**config.mk**
```make
export PLATFORM = sky130hd
export DESIGN_NAME = button_event_gen
export DESIGN_NICKNAME = d
export VERILOG_FILES = /design/src/rtl/button_pkg.sv /design/src/rtl/debounce_chan.sv /design/src/rtl/button_event_gen.sv
export SDC_FILE = /design/constraint.sdc
export NUM_CORES = 1
export LEC_CHECK = 0
export CORE_UTILIZATION = 55
export CTS_CLUSTER_DIAMETER = 100
export DETAILED_ROUTE_END_ITERATION = 10
export DONT_BUFFER_PORTS = 1
export GPL_ROUTABILITY_DRIVEN = 0
export PLACE_DENSITY = 0.7
export SYNTH_ARGS = -nofsm -noshare
export SYNTH_HDL_FRONTEND = slang
export SYNTH_SLANG_ARGS = --single-unit
```
**constraint.sdc**
```tcl
create_clock -name clk_i -period 3.87 [get_ports clk_i]
set_input_delay 0.387 -clock clk_i [delete_from_list [all_inputs] [get_ports clk_i]]
set_output_delay 0.387 -clock clk_i [all_outputs]
set_load 0.1 [all_outputs]
```
**src/rtl/button_pkg.sv**
```systemverilog
// Shared types and helpers for the button event generator.
// Event encoding matches the downstream consumer: PRESS=0, RELEASE=1, LONG=2.
package button_pkg;

    typedef enum logic [1:0] {
        PRESS   = 2'd0,
        RELEASE = 2'd1,
        LONG    = 2'd2
    } event_kind_e;

    typedef enum logic [1:0] {
        ST_RELEASED  = 2'd0,
        ST_PRESSED   = 2'd1,
        ST_LONG_HELD = 2'd2
    } chan_state_e;

    localparam int NumKinds = 3;

    function automatic int cycles_from_ms(input int freq, input int ms);
        return freq / 1000 * ms;
    endfunction

    // Arbitration order within one button: PRESS, then LONG, then RELEASE.
    function automatic event_kind_e kind_by_rank(input int rank);
        case (rank)
            0:       return PRESS;
            1:       return LONG;
            default: return RELEASE;
        endcase
    endfunction

endpackage

```
**src/rtl/debounce_chan.sv**
```systemverilog
// One button channel: debounce counter, press/long/release FSM, registered event pulses.
// Latency: level flips DebounceCycles after a held change; event pulse one cycle after the flip.
// Backpressure: none; pulses are single-cycle and must be captured by the parent.
module debounce_chan
    import button_pkg::*;
#(
    parameter int DebounceCycles = 4,
    parameter int LongCycles     = 20,
    parameter int ActiveLow      = 0
) (
    input  logic       clk_i,
    input  logic       rst_ni,
    input  logic       button_i,
    output logic       level_o,
    output logic [2:0] event_o
);

    localparam int StabW = $clog2(DebounceCycles);
    localparam int HoldW = $clog2(LongCycles);

    logic             raw;
    logic [StabW-1:0] stab_cnt;
    logic [HoldW-1:0] hold_cnt;
    logic [HoldW-1:0] hold_nxt;
    chan_state_e      state;
    chan_state_e      state_nxt;
    logic [2:0]       event_nxt;

    assign raw = button_i ^ (ActiveLow != 0);

    // Any sample that agrees with the current level restarts the window.
    always_ff @(posedge clk_i or negedge rst_ni) begin
        if (!rst_ni) begin
            level_o  <= 1'b0;
            stab_cnt <= '0;
        end else if (raw == level_o) begin
            stab_cnt <= '0;
        end else if (stab_cnt == StabW'(DebounceCycles - 1)) begin
            level_o  <= raw;
            stab_cnt <= '0;
        end else begin
            stab_cnt <= stab_cnt + StabW'(1);
        end
    end

    always_ff @(posedge clk_i or negedge rst_ni) begin
        if (!rst_ni) begin
            state    <= ST_RELEASED;
            hold_cnt <= '0;
            event_o  <= '0;
        end else begin
            state    <= state_nxt;
            hold_cnt <= hold_nxt;
            event_o  <= event_nxt;
        end
    end

    always_comb begin
        state_nxt = state;
        hold_nxt  = hold_cnt;
        event_nxt = '0;
        case (state)
            ST_RELEASED: begin
                hold_nxt = '0;
                if (level_o) begin
                    state_nxt        = ST_PRESSED;
                    event_nxt[PRESS] = 1'b1;
                end
            end
            ST_PRESSED: begin
                if (!level_o) begin
                    state_nxt          = ST_RELEASED;
                    hold_nxt           = '0;
                    event_nxt[RELEASE] = 1'b1;
                end else if (hold_cnt == HoldW'(LongCycles - 1)) begin
                    state_nxt       = ST_LONG_HELD;
                    event_nxt[LONG] = 1'b1;
                end else begin
                    hold_nxt = hold_cnt + HoldW'(1);
                end
            end
            ST_LONG_HELD: begin
                if (!level_o) begin
                    state_nxt          = ST_RELEASED;
                    hold_nxt           = '0;
                    event_nxt[RELEASE] = 1'b1;
                end
            end
            default: begin
                state_nxt = ST_RELEASED;
                hold_nxt  = '0;
            end
        endcase
    end

endmodule

```
**src/rtl/button_event_gen.sv**
```systemverilog
// Debounced button levels to a prioritised press/release/long event stream.
// Latency: 2 cycles from level_o change to event_valid_o when the output is empty.
// Backpressure: output held while !ready; repeat events merge in pending and set sticky overflow_o.
module button_event_gen
    import button_pkg::*;
#(
    parameter int NumButtons  = 3,
    parameter int ClkFreqHz   = 25000000,
    parameter int DebounceMs  = 10,
    parameter int LongPressMs = 1000,
    parameter int ActiveLow   = 0
) (
    input  logic                                           clk_i,
    input  logic                                           rst_ni,
    input  logic [NumButtons-1:0]                          button_i,
    output logic [NumButtons-1:0]                          level_o,
    output logic                                           event_valid_o,
    input  logic                                           event_ready_i,
    output logic [$clog2(NumButtons > 1 ? NumButtons : 2)-1:0] event_btn_o,
    output logic [1:0]                                     event_kind_o,
    output logic                                           overflow_o
);

    localparam int DebounceCycles = cycles_from_ms(ClkFreqHz, DebounceMs);
    localparam int LongCycles     = cycles_from_ms(ClkFreqHz, LongPressMs);
    localparam int BtnW           = $clog2(NumButtons > 1 ? NumButtons : 2);
    localparam int NumBits        = NumButtons * NumKinds;

    logic [NumBits-1:0] pulse;
    logic [NumBits-1:0] pending;
    logic [NumBits-1:0] pending_nxt;
    logic [NumBits-1:0] eff;
    logic [NumBits-1:0] sel_oh;
    logic [NumBits-1:0] clear;
    logic               found;
    logic [BtnW-1:0]    sel_btn;
    event_kind_e        sel_kind;
    event_kind_e        out_kind;
    logic               load;
    logic               ovf_hit;

    for (genvar b = 0; b < NumButtons; b++) begin : g_chan
        debounce_chan #(
            .DebounceCycles (DebounceCycles),
            .LongCycles     (LongCycles),
            .ActiveLow      (ActiveLow)
        ) u_chan (
            .clk_i    (clk_i),
            .rst_ni   (rst_ni),
            .button_i (button_i[b]),
            .level_o  (level_o[b]),
            .event_o  (pulse[b*NumKinds +: NumKinds])
        );
    end

    // Fresh pulses are visible to the arbiter in the cycle they arrive.
    always_comb begin
        event_kind_e kk;
        eff      = pending | pulse;
        found    = 1'b0;
        sel_btn  = '0;
        sel_kind = PRESS;
        sel_oh   = '0;
        kk       = PRESS;
        for (int b = 0; b < NumButtons; b++) begin
            for (int r = 0; r < NumKinds; r++) begin
                kk = kind_by_rank(r);
                if (!found && eff[b*NumKinds + int'(kk)]) begin
                    found                         = 1'b1;
                    sel_btn                       = BtnW'(b);
                    sel_kind                      = kk;
                    sel_oh[b*NumKinds + int'(kk)] = 1'b1;
                end
            end
        end
    end

    assign load  = !event_valid_o || event_ready_i;
    assign clear = load ? sel_oh : '0;

    // A bit cleared by selection while a new pulse lands stays set, without overflow.
    assign pending_nxt = (pending & ~clear) | (pulse & ~(clear & ~pending));
    assign ovf_hit     = |(pending & pulse & ~clear);

    always_ff @(posedge clk_i or negedge rst_ni) begin
        if (!rst_ni) begin
            pending       <= '0;
            event_valid_o <= 1'b0;
            event_btn_o   <= '0;
            out_kind      <= PRESS;
            overflow_o    <= 1'b0;
        end else begin
            pending <= pending_nxt;
            if (ovf_hit) begin
                overflow_o <= 1'b1;
            end
            if (load) begin
                event_valid_o <= found;
                if (found) begin
                    event_btn_o <= sel_btn;
                    out_kind    <= sel_kind;
                end
            end
        end
    end

    assign event_kind_o = out_kind;

endmodule

```
# After elaboration in Yosys (flattened, before gate mapping)
# Cells that the tools add are included.
# word_totals
input_bits	6
regBits	162
elab_cells	188
output_inout_bits	9
# op_classes
muxes	87
bitwise	13
n_reduce_logical	35
addsub	6
n_eq_ne	27
# ops
operator	count
2-to-1 mux 25 bit	9
case mux 25 bit (2 select lines)	3
2-to-1 mux 18 bit	6
adder 25 x 1 -> 25 bit (second input constant)	3
== test 25 bit (second input constant)	3
adder 18 x 1 -> 18 bit (second input constant)	3
== test 18 bit (second input constant)	3
2-to-1 mux 2 bit	24
AND 9 bit	5
2-to-1 mux 1 bit	34
NOT 9 bit	3
2-to-1 mux 9 bit	2
inequality test 3 bit (second input constant)	6
bitwise OR 9 bit	2
case mux 2 bit (3 select lines)	3
AND reduction 2 bit	7
logical NOT 1 bit	9
AND reduction 3 bit	3
OR reduction 9 bit	1
logical AND 1 bit	8
2-to-1 mux 8 bit	1
2-to-1 mux 7 bit	1
== test 2 x 1 -> 1 bit (second input constant)	3
== test 2 bit (second input constant)	3
other kinds (11)	23

# Longest topological paths before layout
# logic_depth
depth_word	31
depth_mapped	8
mapped_depth_nobuf	7

# Modules after synthesis
# Synthesis repeated with hierarchy kept, for this count alone.
# hier_totals
hier_cells	910
hier_area_um2	8822.2
# by_module_without_submodules
mod	area_each_um2	cells_each	instances	seq_area_each_um2
debounce_chan (g_chan[2].u_chan)	2688.8	281	1	1226.2
debounce_chan (g_chan[0].u_chan)	2671.3	274	1	1226.2
debounce_chan (g_chan[1].u_chan)	2610.0	274	1	1226.2
button_event_gen	852.1	81	1	375.4

# Least setup slack after synthesis
# No wires, ideal clock.
# synth_path
path_type	reg2reg
start	register event_valid_o
end	register pending[7]
n_path_buf	0
stages_incl_launch_ff	5
required_time_ps	3739
arrival_time_ps	1924
setup_time_ps	131
period_less_slack_ps	2055
setup_slack_ps	1815
cell_sequence	dfrtp_1 > nand2b_1 > nand3_1 > or3b_1 > maj3_1
# synth_via
elab_chain_cells	7
elab_cells_between_ends	9
cone_classes	mux: 1; bitwise: 6; reduce/logical: 2
# synth_rtl
element	line_no	source
start, declared	button_event_gen.sv:17	output logic event_valid_o,
start signal, assigned	button_event_gen.sv:98	event_valid_o <= found;
logical NOT 1 bit (*)	button_event_gen.sv:78	assign load = !event_valid_o || event_ready_i;
logical OR 1 bit (*)	button_event_gen.sv:78	
2-to-1 mux 9 bit (*)	button_event_gen.sv:79	assign clear = load ? sel_oh : '0;
AND 9 bit	button_event_gen.sv:82	assign pending_nxt = (pending & ~clear) | (pulse & ~(clear & ~pending));
NOT 9 bit	button_event_gen.sv:82	
AND 9 bit	button_event_gen.sv:82	
bitwise OR 9 bit (*)	button_event_gen.sv:82	
named net pending_nxt[7]	button_event_gen.sv:31	logic [NumBits-1:0] pending_nxt;
end signal, assigned	button_event_gen.sv:93	pending <= pending_nxt;
end, declared	button_event_gen.sv:30	logic [NumBits-1:0] pending;
# Mark *: on every way through the listed nets, which the timed path passes. The rest lies on a longest branch.
# A chain may end at the register's enable or synchronous reset.

# Worst setup path in the final report
# layout_path
start	register g_chan[1].u_chan.hold_cnt[17]
end	register g_chan[1].u_chan.hold_cnt[10]
# layout_via
elab_chain_cells	3
# layout_rtl
element	line_no	source
start, declared	debounce_chan.sv:23	logic [HoldW-1:0] hold_cnt;
start signal, assigned	debounce_chan.sv:53	hold_cnt <= hold_nxt;
== test 25 bit	debounce_chan.sv:75	end else if (hold_cnt == HoldW'(LongCycles - 1)) begin
inequality test 3 bit (no source line)	n/a	
AND reduction 2 bit (no source line)	n/a	
# No other way between the ends.

==> flow_metrics.tcl <==
set metrics [dict create \
    status "finished with violations" \
    violations "negative hold slack" \
    synth.top_cell.area_share_pct 47.94 \
    dr.pass1.iters 5 \
    cp-end-kind "flop" \
    overflow 0 \
    cp.arrival_ns 2.91 \
    regArea_um2 4054 \
    ctsRootBufferMaster "clkbuf_16" \
    fmax_mhz 391.8 \
    syn_area_um2 8456 \
    synthTopCellsByArea "dfrtp_1 (48%), nor2_1 (5.7%), xnor2_1 (5.2%)" \
    yosysTopAreaCell "dfrtp_1" \
    ir_drop_uv 379.1 \
    fillers 1215 \
    cts.path.max_buffers 2 \
    core-area_um2 14750 \
    start_util_pct 57.31 \
    cts.sink_count 162 \
    worstSetupPathType "reg2reg" \
    finalWirelength_um 16880 \
    finalMaxSlewViolations 0 \
    holdWs_ns -0.3467 \
    cts_setup_buffers 0 \
    drtIter0Drc 532 \
    htree_levels 4 \
    hpwl_um 11310 \
    wire_per_inst_um 15.41 \
    grt_pass1_wl_um 29690 \
    io_buffers 0 \
    synth_edf_count 0 \
    die-area_um2 15870 \
    fin_nets 919 \
    synth_async_sr_flop_share_pct 100.0 \
    grtUsageTotal_pct 23.06 \
    vias 6524 \
    fin_crit_ns 2.552 \
    hold_path.class "in2async" \
    ant_nets 0 \
    syn-num-nets 923 \
    clk_pin_slew_ns 0.06 \
    dp_slack_ns 1.415 \
    die_w_um 126.0 \
    slew_headroom_pct 26.53 \
    critical_path.startpoint_type "flop" \
    final_area_um2 9190 \
    yosysSeqAreaShare_pct 47.94 \
    drive_above_1_share_pct 6.476 \
    worst_slew_pin_slew_ns 1.098 \
    ys.flop_type "dfrtp_1" \
    final_hold_viol_count 162 \
    maxCapViolCount 0 \
    cts_buffers 17 \
    rows 44 \
    power_w 0.004073 \
    finalClockSkew_ns 0.006739 \
    ctsResizeCount 0 \
    grt_pass1_vias 6440 \
    fp.dieH_um 126.0 \
    avgSynthCellArea_um2 9.374 \
    grt_start_max_net_pins 163 \
    multiInputGateArea_um2 4144 \
    place_area_um2 8601 \
    antenna_found_initial 0 \
    finalSetupTns_ns 0 \
    leakage_nw 3.777 \
    ys_types 70 \
    area_growth_pct 8.686 \
    remaining_drc_errors 0 \
    ios 15 \
    finalCritPeriodShare_pct 65.94 \
    fin_ws_ns 1.318 \
    power.density_nw_per_um2 443.2 \
    insertion_delay_ns 0.43 \
    setup_viol 0 \
    critical_path_required_ns 4.22 \
    cts_tree "yes" \
    rsz0062_at_grt "false" \
    vias_per_cell 5.958 \
    synth_warnings 0 \
    ys_ff_latch 162 \
    crit_path_max_fanout 26 \
    diodes 0 \
    syn_inst 902 \
]
-- per-stage QoR --
stage | utilization [%] | std cells
after floorplan | - | 902
after global placement | 58.29 | 1063
after detailed placement | 58.29 | 1063
after CTS | 62.29 | 1095
after global routing | 62.29 | 1095
final | 62.29 | 1095
-- registers in the layout (all words and copies together) (netlist names) --
signal                  count
g_chan.u_chan.hold_cnt     75
g_chan.u_chan.stab_cnt     54
g_chan.u_chan.event_o       9
pending                     9
g_chan.u_chan.state         6
g_chan.u_chan.level_o       3
event_btn_o                 2
event_kind_o                2
event_valid_o               1
overflow_o                  1
-- synth_stat cells (5+ instances only) --
| cell | number |
|---|---|
| inv_1 | 34 |
| maj3_1 | 5 |
| and2_1 | 11 |
| and3_1 | 17 |
| nand2_1 | 65 |
| nand2b_1 | 8 |
| clkbuf_1 | 17 |
| nand3_1 | 64 |
| and4_1 | 6 |
| buf_2 | 7 |
| ha_1 | 15 |
| dfrtp_1 | 162 |
| or3_1 | 23 |
| nor4_1 | 28 |
| xnor2_1 | 50 |
| nand4_1 | 34 |
| nor3_1 | 19 |
| or4_1 | 5 |
| o21ai_0 | 36 |
| a31oi_1 | 6 |
| nor2_1 | 129 |
| a21oi_1 | 32 |
| xor2_1 | 40 |
-- layout by cell type (no fill, tap or decap), types with 5 or more instances in the layout --
master,n
xnor2_1,50
nor4_1,28
o21ai_0,35
or3_1,23
dfrtp_1,162
buf_4,6
xor2_1,40
a31oi_1,6
and2_1,11
nand2_1,65
nand3_1,64
nand2b_1,8
nand4_1,34
a21oi_1,32
and3_1,17
clkbuf_16,17
nor2_1,129
inv_1,34
or4_1,5
and4_1,6
maj3_1,5
nor3_1,19
ha_1,15
-- logic make-up (layout without fill, tap and decap cells) --
family / count (synthesis) / in the layout / synth area share (%)
AO/OA/AOI/OAI: 118 / 118 / 8.923
buffers and inverters: 63 / 72 / 3.048
multiplexers: 5 / 5 / 0.6215
XOR/XNOR: 90 / 90 / 9.322
flip-flops: 162 / 162 / 47.94
adder cells (fa/ha/maj): 20 / 20 / 2.812
AND/OR/NAND/NOR: 444 / 444 / 27.33
-- power breakdown --
part | internal, W | switching, W
Combinational | 0.000170 | 0.000265
Clock | 0.000985 | 0.000696
Sequential | 0.00178 | 0.000182
-- worst max-delay path, stage by stage, from the launching register on --
cell,delay [ns]
dfrtp_1,0.41
nor4_1,0.33
nand4_1,0.27
o41ai_4,1.05
o21ai_0,0.24
a21oi_1,0.17
-- metal layers --
layer / up-vias / GRT usage (%) / part of all wire (%)
met5: - / 0 / 0
li1: 3183 / - / -
met3: 23 / 5.353 / 3.6
met1: 3183 / 29.99 / 47
met4: 0 / 7.229 / 1.3
met2: 135 / 38.28 / 48
-- area by class of cell --
type / instances / area share, %
repair buffers: 6 / 0.4901
clock inverters: 12 / 1.443
multi-input cells: 677 / 45.09
well taps: 184 / 2.505
inverters: 34 / 1.389
flip-flops and latches: 162 / 44.11
clock buffers: 20 / 4.969
-- worst paths after layout --
kind	start	endpoint	slack [ns]	cells after the start
max in group asynchronous	rst_ni	g_chan[0].u_chan.stab_cnt[11]	3.93	0
hold reg to reg	g_chan[0].u_chan.stab_cnt[0]	g_chan[0].u_chan.stab_cnt[0]	0.48	1
setup reg to reg	g_chan[1].u_chan.hold_cnt[17]	g_chan[1].u_chan.hold_cnt[10]	1.32	5
hold / removal	rst_ni	event_valid_o	-0.35	0
min in group clk_i	button_i[0]	g_chan[0].u_chan.level_o	0.09	2
setup / recovery	g_chan[1].u_chan.hold_cnt[17]	g_chan[1].u_chan.hold_cnt[10]	1.32	5
(Power assumes the default switching activity.)
